$ cat config.mk
export PLATFORM = sky130hd
export DESIGN_NAME = instr_fetch_stage
export DESIGN_NICKNAME = d
export VERILOG_FILES = /design/src/rtl/instr_fetch_stage.sv
export SDC_FILE = /design/constraint.sdc
export NUM_CORES = 1
export LEC_CHECK = 0
export CAP_MARGIN = 30
export CORE_MARGIN = 2
export CORE_UTILIZATION = 41
export DETAILED_ROUTE_END_ITERATION = 8
export PLACE_DENSITY = 0.68
export SLEW_MARGIN = 20
export SYNTH_ARGS = -nofsm -noshare
export SYNTH_HDL_FRONTEND = slang
export SYNTH_SLANG_ARGS = --single-unit
$ cat constraint.sdc
create_clock -name clk_i -period 5.1 [get_ports clk_i]
set_input_delay 1.275 -clock clk_i [delete_from_list [all_inputs] [get_ports clk_i]]
set_output_delay 1.275 -clock clk_i [all_outputs]
set_load 0.01 [all_outputs]
$ cat src/rtl/instr_fetch_stage.sv
// Instruction fetch stage.
// Owns the fetch PC, issues sequential word requests to instruction memory
// over req/gnt/rvalid, and buffers returned words (tagged with their PC) in
// an in-order FIFO presented to decode over valid/ready. A redirect flushes
// the buffer and converts every in-flight kept request into a discard slot,
// so stale responses are dropped without ever stalling the memory port.
//
// Handshake semantics:
//   memory side : a request transfers in a cycle where imem_req_o && imem_gnt_i;
//                 once raised, imem_req_o/imem_addr_o hold until granted, except
//                 that redirect_i withdraws the request combinationally.
//                 Each grant yields exactly one in-order imem_rvalid_i later.
//   decode side : an entry transfers in a cycle where if_id_valid_o && if_id_ready_i;
//                 if_id_* are driven from registers only and hold while not taken.
module instr_fetch_stage #(
    parameter logic [31:0] RESET_VECTOR = 32'h8000_0000,
    parameter int unsigned FIFO_DEPTH   = 4
) (
    input  logic        clk_i,
    input  logic        rst_ni,
    output logic        imem_req_o,
    output logic [31:0] imem_addr_o,
    input  logic        imem_gnt_i,
    input  logic        imem_rvalid_i,
    input  logic [31:0] imem_rdata_i,
    input  logic        redirect_i,
    input  logic [31:0] redirect_pc_i,
    output logic        if_id_valid_o,
    output logic [31:0] if_id_pc_o,
    output logic [31:0] if_id_instr_o,
    input  logic        if_id_ready_i
);

    localparam int unsigned PW = $clog2(FIFO_DEPTH);
    localparam int unsigned CW = $clog2(FIFO_DEPTH + 1);
    localparam int unsigned SW = CW + 2;
    localparam logic [31:0]   NOP_INSTR = 32'h0000_0013;
    localparam logic [SW-1:0] DEPTH_S   = SW'(FIFO_DEPTH);

    // Architectural state
    logic [31:0]   fetch_pc_q, fetch_pc_d;
    logic [31:0]   resp_pc_q, resp_pc_d;
    logic [CW-1:0] outstanding_q, outstanding_d;
    logic [CW-1:0] discard_q, discard_d;
    logic [CW-1:0] count_q, count_d;
    logic [PW-1:0] wr_ptr_q, wr_ptr_d;
    logic [PW-1:0] rd_ptr_q, rd_ptr_d;

    // Buffer storage (no reset: contents are qualified by count_q)
    logic [31:0] mem_pc_q    [FIFO_DEPTH];
    logic [31:0] mem_instr_q [FIFO_DEPTH];

    // Handshake decodes
    logic          grant;
    logic          push;
    logic          drop;
    logic          pop;
    logic [SW-1:0] credit_sum;
    logic [31:0]   redirect_target;

    // The two low redirect bits are deliberately ignored.
    logic unused_redirect_low;
    assign unused_redirect_low = ^redirect_pc_i[1:0];

    assign redirect_target = {redirect_pc_i[31:2], 2'b00};

    // Every word granted but not yet returned, plus every word buffered, holds
    // a credit; the pop in this cycle is not counted so that ready never
    // reaches the request path.
    assign credit_sum = SW'(outstanding_q) + SW'(discard_q) + SW'(count_q);

    // Request is withdrawn while in reset and in a redirect cycle.
    assign imem_req_o  = rst_ni && !redirect_i && (credit_sum < DEPTH_S);
    assign imem_addr_o = fetch_pc_q;

    assign grant = imem_req_o && imem_gnt_i;
    // A response is kept only when no squashed request is ahead of it and the
    // stage is not being redirected in the same cycle.
    assign push  = imem_rvalid_i && (discard_q == '0) && !redirect_i;
    assign drop  = imem_rvalid_i && (discard_q != '0);
    assign pop   = if_id_valid_o && if_id_ready_i;

    // Decode-facing outputs come straight from registers.
    assign if_id_valid_o = (count_q != '0);
    assign if_id_pc_o    = if_id_valid_o ? mem_pc_q[rd_ptr_q]    : 32'h0;
    assign if_id_instr_o = if_id_valid_o ? mem_instr_q[rd_ptr_q] : NOP_INSTR;

    // Next-state computation; a redirect overrides every other update.
    always_comb begin
        fetch_pc_d    = fetch_pc_q;
        resp_pc_d     = resp_pc_q;
        outstanding_d = outstanding_q;
        discard_d     = discard_q;
        count_d       = count_q;
        wr_ptr_d      = wr_ptr_q;
        rd_ptr_d      = rd_ptr_q;
        if (redirect_i) begin
            fetch_pc_d    = redirect_target;
            resp_pc_d     = redirect_target;
            outstanding_d = '0;
            // All kept requests become squashed; a response arriving now is
            // dropped and retires one slot (a discard slot if any, else one of
            // the just-converted kept requests).
            discard_d     = discard_q + outstanding_q - CW'(imem_rvalid_i);
            count_d       = '0;
            wr_ptr_d      = '0;
            rd_ptr_d      = '0;
        end else begin
            if (grant) begin
                fetch_pc_d = fetch_pc_q + 32'd4;
            end
            if (push) begin
                resp_pc_d = resp_pc_q + 32'd4;
                wr_ptr_d  = wr_ptr_q + PW'(1);
            end
            if (pop) begin
                rd_ptr_d = rd_ptr_q + PW'(1);
            end
            outstanding_d = outstanding_q + CW'(grant) - CW'(push);
            discard_d     = discard_q - CW'(drop);
            count_d       = count_q + CW'(push) - CW'(pop);
        end
    end

    // State registers with asynchronous active-low reset.
    always_ff @(posedge clk_i or negedge rst_ni) begin
        if (!rst_ni) begin
            fetch_pc_q    <= RESET_VECTOR;
            resp_pc_q     <= RESET_VECTOR;
            outstanding_q <= '0;
            discard_q     <= '0;
            count_q       <= '0;
            wr_ptr_q      <= '0;
            rd_ptr_q      <= '0;
        end else begin
            fetch_pc_q    <= fetch_pc_d;
            resp_pc_q     <= resp_pc_d;
            outstanding_q <= outstanding_d;
            discard_q     <= discard_d;
            count_q       <= count_d;
            wr_ptr_q      <= wr_ptr_d;
            rd_ptr_q      <= rd_ptr_d;
        end
    end

    // Buffer write: each kept response is stored with the PC it answers.
    always_ff @(posedge clk_i) begin
        if (push) begin
            mem_pc_q[wr_ptr_q]    <= resp_pc_q;
            mem_instr_q[wr_ptr_q] <= imem_rdata_i;
        end
    end

endmodule

# Word level (Yosys, flattened, before mapping)
# Memory sizes are Yosys's and may differ from the RTL's.
# Cells that the tools add are included.
[totals]
ff_bits = 77
latch_bits = 0
ram_bits = 256
mem_bits_ro = 0
inputBits = 70
n_memories = 2
[classes]
addsub = 13
mul = 0
div_mod_pow = 0
order_cmp = 1
eq_ne = 0
shifts = 0
mux = 15
n_bitwise = 0
n_reduce_logical = 14
[mem_list]
columns = ["memory", "words", "word_bits", "read_ports", "rd_clocked_by_memory_dff", "write_ports", "line_no", "text"]
rows = [
  ["mem_instr_q", 4, 32, 1, 0, 1, "51", "logic [31:0] mem_instr_q [FIFO_DEPTH];"],
  ["mem_pc_q", 4, 32, 1, 0, 1, "50", "logic [31:0] mem_pc_q [FIFO_DEPTH];"],
]
[op_table]
columns = ["op", "n"]
rows = [
  ["32-bit two-way mux", 6],
  ["32-bit by 3-bit adder with 32-bit output, second input constant", 2],
  ["3-bit by 1-bit subtractor with 3-bit output", 4],
  ["3-bit two-way mux", 3],
  ["2-bit two-way mux", 4],
  ["1-bit logical AND", 7],
  ["3-bit by 1-bit adder with 3-bit output", 2],
  ["2-bit nonzero test", 3],
  ["3-bit nonzero test", 2],
  ["4-bit by 3-bit adder with 5-bit output", 1],
  ["5-bit by 3-bit < comparator with 1-bit output, second input constant", 1],
  ["2-bit by 1-bit adder with 2-bit output, second input constant", 2],
  ["3-bit by 3-bit adder with 4-bit output", 1],
  ["3-bit adder", 1],
  ["3-bit logical NOT", 1],
  ["1-bit two-way mux", 2],
  ["1-bit logical NOT", 1],
]

# Longest topological paths before layout
[depth]
word_depth = 8
depth_mapped = 16
depth_no_buf = 15

# Worst setup path before layout
# Ideal clock, no wire load.
[synth_timing]
kind = "in2reg"
start = "in imem_rvalid_i"
end = "mem mem_instr_q[0][0] (enable)"
setup_ps = 427
arrival_ps = 3483
required_ps = 4673
setup_slack_ps = 1190
cell_stages = 3
n_path_buf = 1
path_cell_list = "nor4b_4 -> clkbuf_1 -> and3_1"
[synth_via]
elab_chain_len = 4
[synth_lines]
columns = ["item", "line_no", "text"]
rows = [
  ["start: declaration", "24", "input logic imem_rvalid_i,"],
  ["1-bit logical AND (2 in series)", "79", "assign push = imem_rvalid_i && (discard_q == '0) && !redirect_i;"],
  ["1-bit two-way mux", "148", "if (push) begin"],
  ["1-bit two-way mux (implied by the code)", "150", "mem_instr_q[wr_ptr_q] <= imem_rdata_i;"],
  ["end: declaration", "51", ""],
]
# No other way between the ends.

# Worst setup path after layout
[layout_timing]
start = "reg discard_q[2]"
end = "out imem_req_o"
[layout_via]
elab_chain_len = 4
[layout_lines]
columns = ["item", "line_no", "text"]
rows = [
  ["start: declaration", "44", "logic [CW-1:0] discard_q, discard_d;"],
  ["start signal: assignment", "139", "discard_q <= discard_d;"],
  ["3-bit by 3-bit adder with 4-bit output", "70", "assign credit_sum = SW'(outstanding_q) + SW'(discard_q) + SW'(count_q);"],
  ["4-bit by 3-bit adder with 5-bit output", "70", ""],
  ["5-bit by 3-bit < comparator with 1-bit output", "73", "assign imem_req_o = rst_ni && !redirect_i && (credit_sum < DEPTH_S);"],
  ["1-bit logical AND", "73", ""],
  ["end: declaration", "21", "output logic imem_req_o,"],
]
# No other way between the ends.

==> out/results.txt <==
Worst Hold Class - reg2reg
Setup bufs post-CTS - 0
Crit path arrival time - 3.17 ns
TritonCTS Buffers - 36
RSZ-0062 raised after global routing - no
CTS Sinks - 321
Status - finished clean
Num ports - 168
DR vias/cell - 5.25
CTS tree - built
Final max-slew violation count - 0
DP HPWL - 18.4 mm
Leakage power - 5.76 nW
Startpoint types - flip-flop
Final net count - 1135
Ys flop type - edfxtp_1
Distinct cell type count of the synthesized netlist - 62
Count of hold-fix buffers inserted at cts - 0
Tot GR Track Use - 16.6%
Sequential element share of the synthesized area - 67.3%
Placed insts - 1450
EDFF count, synth - 248
Worst Path Class, Setup - reg2out
Clock transition at path regs - 0.06 ns
Syn Inst Count - 867
Initial Util - 41.4%
Antenna cells - 0
Via count - 7965
Final Hold Fails - 0
Largest net degree at the start of global routing - 71
GPL Wtd Cong - 0.812
CTS resizes - 0
Routed len/inst - 19.0 um
Tightest Pin Transition - 0.811 ns
Non-filler instance count after layout - 1517
Routed Antenna Nets - 0
H-Tree Level Count - 2
IO Port Bufs - 161
Worst VDD drop - 0.000233 V
Num rows - 67
Fmax - 225 MHz
Fraction of layout cells with a size suffix above 1 - 14.9%
Final period util - 87.1%
Initial antenna violation count - 0
Synth Register Bits - 321
CTS max path bufs - 3
Crit end category - output port
Post-route setup TNS - 0 ns
Total power - 0.00807 W
First-pass detailed-route iteration total - 5
Root Driver - clkbuf_16
Die Width - 187 um
DIE AREA - 0.0351 mm2
Worst path required time - 3.83 ns
Die Ht - 187 um
Fin area - 0.0171 mm2
Grt ovf - 0
Clk_skew - 0.0197 ns
Final Critical Period - 4.44 ns
Clock Latency Late Sink - 0.51 ns
WL final - 28.9 mm
Ys async rst share - 22.7%
Core area - 0.0333 mm2
Max_cap viols - 0
# setup viols final - 0
Cell Area, Placed - 0.0159 mm2
Vias in the first global route - 8083
Relative slew margins - 45.9%
Mean Syn Cell Area - 15.9 um2
First-pass GRT wire length - 45.5 mm
Mapped cell area - 0.0138 mm2
Warnings, synthesis - 0
PD cells - 472 mW/mm2
Initial DRC Count - 560
Area Overhead vs Synth - 24.0%
Max FO, Critical Path - 5
Residual DRC count - 0
[power by group]
| group | total (W) | internal (W) | switching, W |
|---|---|---|---|
| sequential | 0.00320 | 0.00298 | 0.000222 |
| combinational | 0.00241 | 0.00133 | 0.00108 |
| clock | 0.00245 | 0.00146 | 0.000997 |
| total | 0.00807 | 0.00577 | 0.00230 |
[sequential cells by signal (all words and copies together), names as in the netlist]
| signal | flops |
|---|---|
| outstanding_q | 3 |
| rd_ptr_q | 2 |
| mem_instr_q | 128 |
| discard_q | 3 |
| wr_ptr_q | 2 |
| resp_pc_q | 30 |
| mem_pc_q | 120 |
| count_q | 3 |
| imem_addr_o | 30 |
[cell usage after synthesis, types with 5 or more instances]
cell | instances | area [um2]
nand4_1 | 19 | 119
buf_4 | 5 | 37.5
inv_1 | 33 | 124
dfrtp_1 | 71 | 1780
nor2_1 | 23 | 86.3
fa_1 | 6 | 120
o31a_1 | 8 | 70.1
o21ai_0 | 31 | 155
xnor2_1 | 29 | 254
nor3_1 | 22 | 110
xor2_1 | 11 | 96.3
nand3_1 | 16 | 80.1
or3_1 | 6 | 37.5
o311ai_0 | 10 | 87.6
and2_1 | 60 | 375
clkbuf_1 | 22 | 82.6
ha_1 | 18 | 225
o211ai_1 | 13 | 97.6
mux4_2 | 62 | 1400
buf_2 | 12 | 60.1
a21oi_1 | 12 | 60.1
nand2_1 | 53 | 199
edfxtp_1 | 248 | 7450
and3_1 | 9 | 56.3
[kinds of logic after synthesis]
group / after synthesis / synth area share [%]
AOI/OAI and AO/OA: 97 / 4.83
adders and majority gates: 24 / 2.50
DFF: 321 / 67.3
xor gates and xnor gates: 40 / 2.54
and+or+nand+nor: 240 / 9.89
muxes: 67 / 10.5
other: 1 / 0.0272
buffers and inverters: 77 / 2.40
[path summary, 6_finish.rpt]
path	to	slack [ns]	depth (start not counted)	start
worst max-delay path	imem_req_o	0.66	8	discard_q[2]$_DFF_PN0_
worst min-delay path	imem_addr_o[31]$_DFFE_PN1N_	0.49	2	imem_addr_o[31]$_DFFE_PN1N_
worst max register to register	outstanding_q[2]$_DFF_PN0_	1.02	15	discard_q[2]$_DFF_PN0_
worst min register to register	imem_addr_o[31]$_DFFE_PN1N_	0.49	2	imem_addr_o[31]$_DFFE_PN1N_
max in group asynchronous	rd_ptr_q[0]$_DFFE_PN0P_	3.34	2	rst_ni
min in group asynchronous	imem_addr_o[16]$_DFFE_PN0N_	0.62	1	rst_ni
[metrics by stage]
stage / hold slack, ns / worst slack [ns] / utilization, %
after floorplan: 0.480 / 1.19 / -
after global placement: 0.468 / 1.09 / 47.9
after detailed placement: 0.479 / 1.07 / 47.9
after CTS: 0.490 / 0.645 / 51.3
after global routing: 0.535 / 0.519 / 51.4
final: 0.490 / 0.657 / 51.4
[cell type report]
| class | instances | area, um2 |
|---|---|---|
| clock inverter | 17 | 143 |
| tap | 448 | 561 |
| sequential | 321 | 9280 |
| inverter | 35 | 131 |
| multi-input combinational | 472 | 4210 |
| timing repair buffer | 175 | 1780 |
| fill | 2777 | 16200 |
| clock buffer | 49 | 981 |
[critical path, stage by stage (launching register included)]
cell	delay, ns
dfrtp_1	0.46
inv_1	0.12
fa_1	0.51
inv_1	0.07
fa_1	0.43
and2b_1	0.26
o211ai_1	0.09
nor2_1	0.16
clkdlybuf4s50_1	0.56
[routing by layer]
metal | up-vias | routed length, um | global-route usage (%)
met2 | 270 | 13700 | 26.6
met1 | 3988 | 13200 | 23.9
met5 | - | 0 | 0
met4 | 0 | 388 | 3.69
met3 | 31 | 1610 | 2.91
li1 | 3676 | - | -
[cell usage in the layout, fill, tap and decap left out, drive strengths merged, types with 4 or more instances in the layout]
| cell | n |
|---|---|
| a21oi | 13 |
| nor2 | 25 |
| mux4 | 62 |
| o21ai | 32 |
| clkinv | 13 |
| o311ai | 10 |
| or3 | 6 |
| or2 | 4 |
| nand4 | 21 |
| a21o | 4 |
| dfrtp | 71 |
| ha | 18 |
| xor2 | 11 |
| buf | 16 |
| and2 | 61 |
| o31a | 8 |
| and3 | 9 |
| conb | 4 |
| and4 | 4 |
| clkbuf | 49 |
| clkdlybuf4s50 | 159 |
| nand3 | 16 |
| nor4 | 6 |
| edfxtp | 248 |
| inv | 35 |
| xnor2 | 29 |
| nand2 | 53 |
| mux2 | 4 |
| fa | 6 |
| o211ai | 13 |
| nor3 | 23 |
Power figures use the tool's default switching activity.
